==> src/rtl/instr_fetch_unit.sv <==
// rtl/instr_fetch_unit.sv - instruction fetch stage with a 2-entry IF/ID FIFO and redirect handling
module instr_fetch_unit #(
    parameter logic [8:0]  RESET_PC  = 9'h000,
    parameter logic [31:0] NOP_INSTR = 32'h00000013
) (
    input  logic        clk,
    input  logic        reset_n,
    input  logic        stall,
    input  logic        redirect,
    input  logic [8:0]  redirect_pc,
    output logic        imem_req,
    output logic [8:0]  imem_addr,
    input  logic        imem_gnt,
    input  logic        imem_rvalid,
    input  logic [31:0] imem_rdata,
    output logic        if_id_valid,
    output logic [8:0]  if_id_pc,
    output logic [31:0] if_id_instr
);

    logic [8:0]  pc_q;
    logic [8:0]  saved_addr;
    logic        outstanding;
    logic        discard;
    logic [8:0]  fifo_pc    [2];
    logic [31:0] fifo_instr [2];
    logic        rd_ptr;
    logic        wr_ptr;
    logic [1:0]  count;

    logic        push;
    logic        pop;
    logic        grant;
    logic [1:0]  count_after;
    logic [8:0]  redirect_target;

    assign redirect_target = redirect_pc & 9'h1FC;

    // A response is kept only if it belongs to the live request; stray data after reset is ignored.
    assign push = reset_n && !redirect && imem_rvalid && outstanding && !discard;
    assign pop  = reset_n && !redirect && (count != 2'd0) && !stall;

    assign count_after = count + {1'b0, push} - {1'b0, pop};

    assign imem_req  = reset_n && !redirect && (!outstanding || imem_rvalid) && (count_after <= 2'd1);
    assign imem_addr = pc_q;
    assign grant     = imem_req && imem_gnt;

    assign if_id_valid = (count != 2'd0);
    assign if_id_pc    = if_id_valid ? fifo_pc[rd_ptr]    : 9'h000;
    assign if_id_instr = if_id_valid ? fifo_instr[rd_ptr] : NOP_INSTR;

    always_ff @(posedge clk) begin
        if (!reset_n) begin
            pc_q        <= RESET_PC;
            saved_addr  <= 9'h000;
            outstanding <= 1'b0;
            discard     <= 1'b0;
            rd_ptr      <= 1'b0;
            wr_ptr      <= 1'b0;
            count       <= 2'd0;
        end else if (redirect) begin
            pc_q   <= redirect_target;
            rd_ptr <= 1'b0;
            wr_ptr <= 1'b0;
            count  <= 2'd0;
            // The in-flight response, if it has not returned yet, must be thrown away on arrival.
            if (outstanding && !imem_rvalid) begin
                discard <= 1'b1;
            end
            if (imem_rvalid) begin
                outstanding <= 1'b0;
            end
        end else begin
            if (grant) begin
                outstanding <= 1'b1;
                discard     <= 1'b0;
                saved_addr  <= pc_q;
                pc_q        <= pc_q + 9'd4;
            end else if (imem_rvalid) begin
                outstanding <= 1'b0;
            end
            if (push) begin
                fifo_pc[wr_ptr]    <= saved_addr;
                fifo_instr[wr_ptr] <= imem_rdata;
                wr_ptr             <= ~wr_ptr;
            end
            if (pop) begin
                rd_ptr <= ~rd_ptr;
            end
            count <= count_after;
        end
    end

    always_ff @(posedge clk) begin
        if (reset_n) begin
            assert (!(push && !pop && count == 2'd2));
        end
    end

endmodule

==> config.mk <==
export PLATFORM = sky130hd
export DESIGN_NAME = instr_fetch_unit
export DESIGN_NICKNAME = d
export VERILOG_FILES = /design/src/rtl/instr_fetch_unit.sv
export SDC_FILE = /design/constraint.sdc
export NUM_CORES = 1
export LEC_CHECK = 0
export ABC_AREA = 1
export CAP_MARGIN = 20
export CORE_ASPECT_RATIO = 1.2
export CORE_MARGIN = 8
export CORE_UTILIZATION = 40
export DETAILED_ROUTE_END_ITERATION = 7
export GPL_ROUTABILITY_DRIVEN = 0
export GPL_TIMING_DRIVEN = 0
export PLACE_DENSITY = 0.7
export SLEW_MARGIN = 20
export SYNTH_ARGS = -nofsm -noshare
export SYNTH_HDL_FRONTEND = slang
export SYNTH_SLANG_ARGS = --single-unit
==> constraint.sdc <==
create_clock -name clk -period 3.81 [get_ports clk]
set_input_delay 1.143 -clock clk [delete_from_list [all_inputs] [get_ports clk]]
set_output_delay 1.143 -clock clk [all_outputs]
set_load 0.005 [all_outputs]
==> run_results.csv <==
group,metric,value,unit
run_status,status,"completed",
synthesis,synth_most_common_cell,"nand2_1",
routing,drt_iter0_drc,120,
global_route,top_usage_layer,"met2",
global_route,antenna_found_initial,0,
pwr,powerDensity,379,nW/µm²
finish,final.fill_count,819,
place,dpl_cell_area,5130,µm²
die,die-height,126,µm
clocking,clock_path_buffers,2,
finish,final_cell_area,5750,µm²
clocking,insertion_delay,0.34,ns
routing,drt_pass1_iterations,4,
synthesis,yosysSeqAreaShare,68.9,%
finish,num-nets-final,553,
die,coreArea,9910,µm²
routing,drt_wl_total,9310,µm
sta,period_share,97.8,%
setup_path,path_class,"primary input to flop",
global_route,grt_pass1_wl,14900,µm
synthesis,synth_area_leaders,"edfxtp_1 58%, nand2_1 11%, dfxtp_1 10%, a21oi_1 6.4%, nand3_1 2.9%",
sta,setup_viol,0,
pwr,peakVddDrop,0.333,mV
pwr,p_leak,2.09,nW
finish,diodes,0,
sta,slew_headroom,63.5,%
pwr,total_power,2.18,mW
setup_path,reg2reg_slack,0.48,ns
clocking,cts-root-buf,"clkbuf_16",
sta,worst_slew_pin_slew,0.546,ns
setup_path,slowest_delay,0.14,ns
die,rows,40,
synthesis,ys_ff_latch,99,
synthesis,synth_top_area_share,58.4,%
worst_hold_path,min_path_type,"flop to flop",
setup_path,cp_common_cell,"buf_4",
global_route,grtUsageMet1,16.6,%
setup_path,r2r_cells,23,
clocking,cts_made_buffers,9,
place,dp_hpwl,6130,µm
clocking,cts.sinks,99,
die,die_w,107,µm
routing,ant_nets,0,
finish,syn_to_final_growth,43.3,%
synthesis,syn_inst,365,
setup_path,crit_family,"buffers and inverters",
global_route,grt_usage,13.9,%
global_route,grt_overflow_total,0,
routing,routedWlPerCell,14.7,µm
setup_path,path_depth,25,
synthesis,yosysUniqueCellTypes,28,
synthesis,syn_avg_cell_area,11.0,µm²
synthesis,synth.cells.most_frequent,"121 x nand2_1, 78 x edfxtp_1, 51 x a21oi_1, 23 x nand3_1, 21 x dfxtp_1",
setup_path,cp_slowest_cell,"xor2_2",
place,post-place-ws,-1.14,ns
clocking,clk_pin_slew,0.06,ns
synthesis,yosysTopAreaCell,"edfxtp_1",
synthesis,synth_edf_count,78,
sta,fin_crit,3.73,ns
synthesis,synth_warnings,0,
sta,setup_slack,0.0842,ns
global_route,met2_usage,22.5,%
job,maxCapViolCount,0,
sta,hold_ws,0.455,ns
global_route,grt_max_degree,26,
routing,drc,0,
sta,slew_violations,0,
worst_hold_path,hold-path-cell-count,0,
sta,finalHoldViolCount,0,
place,port_buffers,90,
global_route,use_met3,4.08,%
setup_path,crit_buf_inv,20,
sta,fmax,268,MHz
synthesis,async_flop_share,0,%
global_route,grt_pass1_vias,3029,
die,io-pin-count,99,
sta,finClkSkew,0.00895,ns
setup_path,critPathLaunchType,"primary input",
routing,num_vias,3000,
synthesis,synth-main-ff-cell,"edfxtp_1",
synthesis,synth_area,4010,µm²
setup_path,endpoint_kind,"flop",
die,die-area,13500,µm²
die,start_util,40.5,%
finish,fin_util,58.0,%
clocking,cts_hold_buffers,0,
clocking,cts_tree,"yes",
finish,drive_gt1_share,15.7,%
setup_path,worstPathRequired,4.07,ns
routing,routed_via_density,4.73,
setup_path,cp_max_fo,4,
setup_path,worstPathArrival,3.99,ns
clocking,cts_max_level,3,
## state kept, by name, indices dropped and copies added, names as in the netlist, named ones only
signal       cells
count            2
fifo_instr      64
saved_addr       7
imem_addr        7
discard          1
rd_ptr           1
fifo_pc         14
outstanding      1
wr_ptr           1
## path summary, 6_finish.rpt
kind / from / endpoint
max: redirect / flop
min: saved_addr[7]$_SDFFE_PN0P_ / fifo_pc[0][7]$_DFFE_PP_
max reg2reg: count[0]$_SDFF_PP0_ / flop
min reg2reg: saved_addr[7]$_SDFFE_PN0P_ / fifo_pc[0][7]$_DFFE_PP_
## layer usage
layer	routed length (µm)	part of all wire, %
met4	165	1.8
met5	0	0
met1	3900	42
met2	4570	49
met3	669	7.2
## placed cells by master (no fill, tap or decap), types with 2 or more instances in the layout
cell	instances
a21oi_1	51
buf_1	2
buf_12	3
buf_2	5
buf_4	37
buf_6	2
clkbuf_1	8
clkbuf_16	9
clkdlybuf4s50_1	86
clkinv_1	2
conb_1	4
dfxtp_1	21
edfxtp_1	78
ha_4	2
inv_1	14
inv_2	2
nand2_1	120
nand2_2	2
nand3_1	22
nand3_2	2
nor2_1	8
nor2_4	6
o21ai_0	2
xnor2_1	3
## per-stage QoR
stage / TNS [ns] / instances
2_1_floorplan: 0 / 368
3_3_place_gp: -102.24 / 584
3_5_place_dp: -1.14 / 586
4_1_cts: 0 / 628
5_1_grt: -0.00337 / 634
6_report: 0 / 634
## cells by family (layout without fill, tap and decap cells)
kind of cell,Yosys count,after routing,synth area share (%)
XOR/XNOR,4,4,0.874
adder cells (fa/ha/maj),3,3,0.936
AO/OA/AOI/OAI,56,56,7.46
buffers and inverters,38,178,4.65
flip-flops,99,99,68.9
other,1,4,0.0935
AND/OR/NAND/NOR,164,164,17.1
## power by group
part / switching, mW / total [mW] / internal, mW
clock network: 0.368 / 0.874 / 0.506
registers: 0.00836 / 1.18 / 1.17
logic: 0.0501 / 0.126 / 0.0756
## cell type report
class	count	area, µm²	area share [%]
inverter	17	76.3	1.33
tap	126	158	2.74
timing repair buffer	124	1180	20.5
clock buffer	9	225	3.92
sequential	99	2760	48.1
clock inverter	7	67.6	1.18
multi-input combinational	231	1160	20.1
buffer	21	126	2.20
## what timing repair did
| item | 4_1_cts | 5_1_grt |
|---|---|---|
| cloned | 0 | 0 |
| gates resized for setup | 12 | 20 |
| pin swaps | 5 | 5 |
| setup endpoints to repair | 1 | 3 |
| buffers inserted | 26 | 7 |
Power figures use the tool's default switching activity.
